`src/rtl/instr_fetch_unit.sv`:
```
// instr_fetch_unit: SCIC fetch stage with PC ownership, IR latch and valid/ready issue.
// Optional ILLEGAL_OPCODE_TRAP_EN replaces opcodes A..F with a NOP and flags instr_illegal.
module instr_fetch_unit #(
    parameter int ADDR_WIDTH = 5,
    parameter int DATA_WIDTH = 32,
    parameter int RESET_PC = 0
)(
    input  logic                  clk,
    input  logic                  reset,
    output logic [ADDR_WIDTH-1:0] rom_address,
    output logic                  rom_chip_select,
    input  logic [DATA_WIDTH-1:0] rom_data,
    output logic                  instr_valid,
    input  logic                  instr_ready,
    output logic [3:0]            instr_opcode,
    output logic [15:0]           instr_operand,
    output logic [ADDR_WIDTH-1:0] instr_pc
`ifdef ILLEGAL_OPCODE_TRAP_EN
   ,output logic                  instr_illegal
`endif
);
    localparam logic [ADDR_WIDTH-1:0] RPC = ADDR_WIDTH'(RESET_PC);
    typedef enum logic {FETCH, ISSUE} state_t;
    state_t state, state_next;
    logic [ADDR_WIDTH-1:0] pc, pc_next;
    logic [DATA_WIDTH-1:0] ir;
    always_ff @(posedge clk) begin
        if (reset) state <= FETCH;
        else       state <= state_next;
    end
    always_comb begin
        rom_chip_select = !reset && state == FETCH;
        instr_valid     = !reset && state == ISSUE;
        state_next      = state == FETCH ? ISSUE : (instr_ready ? FETCH : ISSUE);
        pc_next         = ir[DATA_WIDTH-1 -: 4] == 4'h8 ? ir[ADDR_WIDTH-1:0] : pc + 1'b1;
    end
    // IR and instr_pc only load in FETCH, so they stay stable under backpressure
    always_ff @(posedge clk) begin
        if (reset) begin
            pc       <= RPC;
            ir       <= '0;
            instr_pc <= '0;
`ifdef ILLEGAL_OPCODE_TRAP_EN
            instr_illegal <= 1'b0;
`endif
        end else if (state == FETCH) begin
            instr_pc <= pc;
`ifdef ILLEGAL_OPCODE_TRAP_EN
            instr_illegal <= rom_data[DATA_WIDTH-1 -: 4] >= 4'hA;
            ir <= rom_data[DATA_WIDTH-1 -: 4] >= 4'hA ? '0 : rom_data;
`else
            ir <= rom_data;
`endif
        end else if (instr_ready) begin
            pc <= pc_next;
        end
    end
    assign rom_address   = pc;
    assign instr_opcode  = ir[DATA_WIDTH-1 -: 4];
    assign instr_operand = ir[15:0];
endmodule

```
`config.mk`:
```
export PLATFORM = sky130hd
export DESIGN_NAME = instr_fetch_unit
export DESIGN_NICKNAME = d
export VERILOG_FILES = /design/src/rtl/instr_fetch_unit.sv
export SDC_FILE = /design/constraint.sdc
export NUM_CORES = 1
export LEC_CHECK = 0
export BUFFER_PORTS_ARGS = -buffer_cell sky130_fd_sc_hd__buf_2
export CAP_MARGIN = 15
export CORE_AREA = 5 5 63 65
export CTS_BUF_LIST = sky130_fd_sc_hd__clkbuf_8 sky130_fd_sc_hd__clkbuf_16
export CTS_CLUSTER_SIZE = 28
export DETAILED_ROUTE_END_ITERATION = 10
export DIE_AREA = 0 0 68 70
export GPL_TIMING_DRIVEN = 0
export PLACE_DENSITY_LB_ADDON = 0.3
export REMOVE_ABC_BUFFERS = 1
export SLEW_MARGIN = 20
export SYNTH_ARGS = -nofsm -noshare
export SYNTH_HDL_FRONTEND = slang
export SYNTH_SLANG_ARGS = --single-unit
```
`constraint.sdc`:
```
create_clock -name clk -period 1.6 [get_ports clk]
set_clock_uncertainty 0.05 [all_clocks]
set_input_delay 0.32 -clock clk [delete_from_list [all_inputs] [get_ports clk]]
set_output_delay 0.32 -clock clk [all_outputs]
set_load 0.01 [all_outputs]
```
==> qor.yml, run 1 <==
grt_max_degree: 35
slew_headroom_pct: 62.32
dr.pass1.iters: 4
detailed_place_hpwl_mm: 2.006
synthTopCellsByArea: "dfxtp_1 50%, mux2i_1 24%, nor2_1 7.9%, o32ai_1 2.1%, a21oi_1 2.0%"
cts_hold_buf: 0
leakage_nw: 0.8462
synth_area_um2: 1231
cts_tree: "built"
wire_per_inst_um: 12.68
cp.required_ns: 1.76
final_max_slew_viol_count: 0
htreeDepth: 2
totalWireLength_mm: 2.841
tns_ns: 0
yosysWarningCount: 0
cap_violations: 0
netlist-cell-type-count: 20
grt_pass1_vias: 1145
drive_above_1_share_pct: 36.52
vias: 1049
place_worst_setup_slack_ns: -0.09322
critPathLaunch: "ir[30]"
ioPinCount: 67
area_growth_syn_to_layout_pct: 34.55
finalWorstSetupSlack_ns: 0.04826
worstPathMaxFanout: 9
grt_setup_unrepaired: "false"
gp_congestion: 0.8223
outcome: "finished clean"
hold_viol_final: 0
antenna_cells: 0
start_util_pct: 37.49
vdd_drop_max_v: 0.0005162
cp.arrival_ns: 1.71
combPwrFrac_pct: 14.1
power_frac_seq_pct: 51.9
grt_usage_pct: 13.68
p_total_mw: 1.632
synth.top_cell.area_share_pct: 50.41
final_common_cell: "buf_2"
antenna_left: 0
grt_antenna_before_repair: 0
holdWs_ns: 0.2158
grt_pass1_wl_mm: 4.912
cp-start-kind: "register"
placed_area_um2: 1536
first_iter_violations: 58
yosysSeqAreaShare_pct: 50.41
max_freq_mhz: 644.4
coreArea_um2: 3284
cts_inserted_buffers: 5
drc: 0
p_clk_share_pct: 33.9
die_h_um: 70
die_area_um2: 4760
period_share_pct: 96.98
stdcell_area_um2: 1657
p_sw_uw: 405.9
clkSinkCount: 31
r2r_start: "ir[30]"
report.final.setup_viol: 0
yosys.area.top_type: "dfxtp_1"
num_rows: 21
syn_avg_cell_area_um2: 10.01
p_per_area_nw_per_um2: 985.0
p_int_mw: 1.226
clk_pin_slew_ns: 0.06
grt_overflow: 0
via_per_inst: 4.683
hp-class: "primary input to register"
clkLatencyLatePin_ns: 0.28
clockBufferDepth: 2
final_nets: 213
die_w_um: 68
switching_share_pct: 24.88
portBuffers: 54
min_period_ns: 1.552
cp-end-kind: "register"
cts-root-buf: "clkbuf_8"
min_from: "instr_ready"
layout_common_cells: "54 x buf_2, 30 x dfxtp_1, 29 x mux2i_1, 26 x nor2_1, 7 x inv_1"
synth.ff_latch_count: 31
worstSetupPathType: "register to register"
tightest_slew_ns: 0.5653
syn-instance-count: 123
[flip-flops by register name, summed over array words and instances, names as in the netlist]
name and cells:
instr_pc 5, ir 20, state 1, rom_address 5
[path summary, 6_finish.rpt]
check,endpoint,slack (ns),cells past startpoint
worst max-delay path,rom_address[0],0.05,3
worst min-delay path,state,0.22,2
worst max register to register,rom_address[0],0.05,3
worst min register to register,instr_pc[3],0.43,2
[routing by layer]
metal | GRT usage [%] | up-vias | share of wire, %
met5 | 0 | - | 0
met4 | 7.064 | 0 | 1.9
met3 | 7.532 | 5 | 9.8
met2 | 20.66 | 41 | 46
met1 | 15.06 | 478 | 43
li1 | - | 525 | -
[Yosys cell counts, drive strengths merged]
| library cell | instances |
|---|---|
| or3b | 1 |
| or4b | 1 |
| and4b | 2 |
| or3 | 1 |
| inv | 5 |
| mux2i | 29 |
| nand2 | 2 |
| nor2b | 2 |
| ha | 1 |
| or2 | 1 |
| nor2 | 26 |
| nand3 | 2 |
| clkbuf | 6 |
| dfxtp | 31 |
| a311oi | 1 |
| o32ai | 3 |
| buf | 3 |
| a21oi | 5 |
| a31oi | 1 |
[area by class of cell]
cell class | count | area, µm²
fill | 325 | 1628
sequential | 31 | 624.3
multi-input combinational | 78 | 551.8
timing repair buffer | 56 | 322.8
clock buffer | 5 | 68.82
tap | 46 | 57.56
inverter | 5 | 18.77
clock inverter | 3 | 12.51
[critical path: stages, from the launching register on]
cell and delay [ns]:
dfxtp_1 0.32, or4b_4 0.62, or3_1 0.33, a31oi_1 0.15
[per-stage QoR]
step | util [%] | instances
floorplan | - | 114
global placement | 46.13 | 214
detailed placement | 46.78 | 215
CTS | 50.36 | 224
global route | 50.44 | 224
finish | 50.44 | 224
[logic make-up (layout without fill, tap and decap cells)]
group                      Yosys count  after routing  share of synthesized area [%]
buffers and inverters               14             69                          5.081
muxes                               29             29                          23.58
AOI/OAI and AO/OA                   10             10                          5.387
and+or+nand+nor                     38             38                          14.53
adders and majority gates            1              1                          1.016
DFF                                 31             31                          50.41
[power by group through the flow]
| stage | registers [mW] | logic (mW) | clock network (mW) |
|---|---|---|---|
| final | 0.848 | 0.231 | 0.553 |
| after global routing | 0.854 | 0.258 | 0.620 |
| after CTS | 0.849 | 0.235 | 0.581 |
| after detailed placement | 0.864 | 0.219 | 0 |
| after global placement | 0.878 | 0.192 | 0 |
| after floorplan | 0.892 | 0.0837 | 0 |
[repair_timing]
action | CTS | global route
setup endpoints to repair | 3 | 2
pin swaps | 0 | 1
buffers inserted | 0 | 0
gates cloned | 1 | 0
endpoints found under the hold margin | 0 | 0
gates resized for setup | 1 | 1
(Power assumes the default switching activity.)
==> inputs of run 2 (changes only) <==
--- a/config.mk
+++ b/config.mk
@@ -8,7 +8,7 @@
 export BUFFER_PORTS_ARGS = -buffer_cell sky130_fd_sc_hd__buf_2
 export CAP_MARGIN = 15
 export CORE_AREA = 5 5 63 65
-export CTS_BUF_LIST = sky130_fd_sc_hd__clkbuf_8 sky130_fd_sc_hd__clkbuf_16
+export CTS_BUF_LIST = sky130_fd_sc_hd__clkbuf_4 sky130_fd_sc_hd__clkbuf_8
 export CTS_CLUSTER_SIZE = 28
 export DETAILED_ROUTE_END_ITERATION = 10
 export DIE_AREA = 0 0 68 70
==> run 2 against run 1 <==
Against the previous run: total power is 5.4% lower; register-to-register slack better by 0.04 ns; cell area rose by 0.68%; worst hold slack worse by 0.067 ns; non-clock buffer count increased by 3; count of clock-buffer cells in the layout increased by 2; combinational power grew 6%; first-iteration DRC count rose by 22%; critical path type unchanged; highest routed layer unchanged.
==> qor.yml, run 2 (same netlist as run 1, synthesis figures left out) <==
grt_pass1_wl_mm: 4.885  # -0.55%
min_from: "instr_ready"
cp-start-kind: "register"
cap_violations: 0  # unchanged
ff_latch_area_um2: 624.3  # unchanged
vdd_drop_max_v: 0.0004410  # -15%
rr_worst_depth: 3  # unchanged
switching_share_pct: 25.65  # +0.77 points
num-fill-cells: 326  # +0.31%
die_h_um: 70  # unchanged
placed_cells: 215  # unchanged
critical_path_buf_inv_count: 0  # unchanged
totalWireLength_mm: 2.859  # +0.63%
coreArea_um2: 3284  # unchanged
start_util_pct: 37.49  # unchanged
clkLatencyLatePin_ns: 0.32  # +0.04 ns
leakage_nw: 0.8521  # +0.70%
cp-end-kind: "register"
p_clk_share_pct: 29.5  # -4.4 points
antenna_left: 0  # unchanged
max_freq_mhz: 661.6  # +2.7%
regMostFlops: "ir"
cp.arrival_ns: 1.72  # about the same
worstSetupPathType: "register to register"
p_per_area_nw_per_um2: 925.4  # -6.1%
min_path_cells: 2  # unchanged
clkSinkCount: 31  # unchanged
outcome: "finished clean"
fin_cells: 227  # +1.3%
hold_viol_final: 0  # unchanged
r2r_start: "ir[30]"
power_frac_seq_pct: 54.6  # +2.7 points
hold_end: "state"
tightest_slew_ns: 0.5702  # +0.004984 ns
crit_family: "simple AND/OR/NAND/NOR gates"
clockBufferDepth: 2  # unchanged
tns_ns: 0  # unchanged
vias: 1071  # +2.1%
combPwrFrac_pct: 16.0  # +1.9 points
hp-class: "primary input to register"
p_int_mw: 1.148  # -6.4%
final_common_cell: "buf_2"
multi_input_area_um2: 551.8  # unchanged
first_iter_violations: 71  # +22%
cts-root-buf: "clkbuf_4"
drc: 0  # unchanged
p_total_mw: 1.543  # -5.4%
place_worst_setup_slack_ns: -0.09322  # unchanged
grt_max_degree: 35  # unchanged
htreeDepth: 2  # unchanged
wire_per_inst_um: 12.59  # -0.70%
layout_common_cells: "54 x buf_2, 30 x dfxtp_1, 29 x mux2i_1, 26 x nor2_1, 7 x clkbuf_4"
cp_cell_sequence: "or4b_4 -> or3_1 -> a31oi_1"
grt_usage_pct: 13.55  # -0.12 points
antenna_cells: 0  # unchanged
grt_pass1_vias: 1148  # +0.26%
cp.required_ns: 1.81  # +0.05 ns
grt_antenna_before_repair: 0  # unchanged
drive_above_1_share_pct: 38.67  # +2.2 points
ioPinCount: 67  # unchanged
cpPeakStageDelay_ns: 0.59  # -0.03 ns
slowest_stage: "or4b_4"
critPathLaunch: "ir[30]"
largest_reg_flops: 20  # unchanged
clk_pin_slew_ns: 0.09  # +0.03 ns
final_max_slew_viol_count: 0  # unchanged
grt_setup_unrepaired: "false"
worstPathMaxFanout: 4  # -5
report.final.setup_viol: 0  # unchanged
detailed_place_hpwl_mm: 2.006  # unchanged
slew_headroom_pct: 61.98  # -0.33 points
rrSetupSlack_ns: 0.09  # +0.04 ns
portBuffers: 54  # unchanged
num_rows: 21  # unchanged
min_period_ns: 1.511  # -0.04028 ns
cts_tree: "built"
final_nets: 216  # +1.4%
grt_overflow: 0  # unchanged
r2r-end: "rom_address[0]"
period_share_pct: 94.47  # -2.5 points
via_per_inst: 4.718  # +0.75%
holdWs_ns: 0.1486  # -0.06722 ns
p_sw_uw: 395.8  # -2.5%
cts_inserted_buffers: 5  # unchanged
gp_congestion: 0.8223  # unchanged
dr.pass1.iters: 5  # +1
die_w_um: 68  # unchanged
area_growth_syn_to_layout_pct: 35.47
die_area_um2: 4760  # unchanged
finalWorstSetupSlack_ns: 0.08855  # +0.04028 ns
## run 2: changes by cell type in the layout (fill, tap and decap cells not counted), sizes merged
cell,before,now
buf,55,58
clkbuf,5,7
inv,7,5
## run 2: worst max path at each step
stage	slack, ns	cells after the start	to
finish	0.09	3	rom_address[0]
global route	0.02	3	instr_valid
CTS	0.01	3	instr_valid
detailed placement	-0.09	3	rom_address[0]
global placement	-0.89	3	rom_address[0]
floorplan	-0.51	3	rom_address[0]
## run 2: per-stage QoR
stage	utilization [%]	area, µm²
after floorplan	-	1187
after global placement	46.13	1515
after detailed placement	46.78	1536
after CTS	49.71	1633
after global routing	50.78	1668
final	50.78	1668
## run 2: cell type report
class                           count  area share (%)
Timing Repair Buffer               59           21.46
Sequential cell                    31           37.43
Clock inverter                      1          0.3001
Multi-Input combinational cell     78           33.08
Tap cell                           46           3.451
Clock buffer                        7           3.151
Inverter                            5           1.125
## run 2: power by group through the flow
stage	clock network, mW	logic (mW)	registers, mW
floorplan	0	0.0837	0.892
global placement	0	0.192	0.878
detailed placement	0	0.219	0.864
CTS	0.475	0.235	0.848
global route	0.521	0.274	0.849
finish	0.455	0.246	0.842
## run 2: layer usage
layer / GRT usage [%] / vias to the layer above / wire length, µm
li1: - / 534 / -
met1: 15.08 / 485 / 1218
met2: 20.56 / 47 / 1306
met3: 8.494 / 5 / 302
met4: 5.077 / 0 / 31
met5: 0 / - / 0
## run 2: repair_timing
| item | 4_1_cts | 5_1_grt |
|---|---|---|
| gates resized for setup | 2 | 0 |
| endpoints found under the hold margin | 0 | 0 |
| pin swaps | 0 | 1 |
| setup buffers | 0 | 3 |
| endpoints found under the setup margin | 4 | 3 |
| hold buffers | 0 | 0 |
| gates cloned | 1 | 0 |
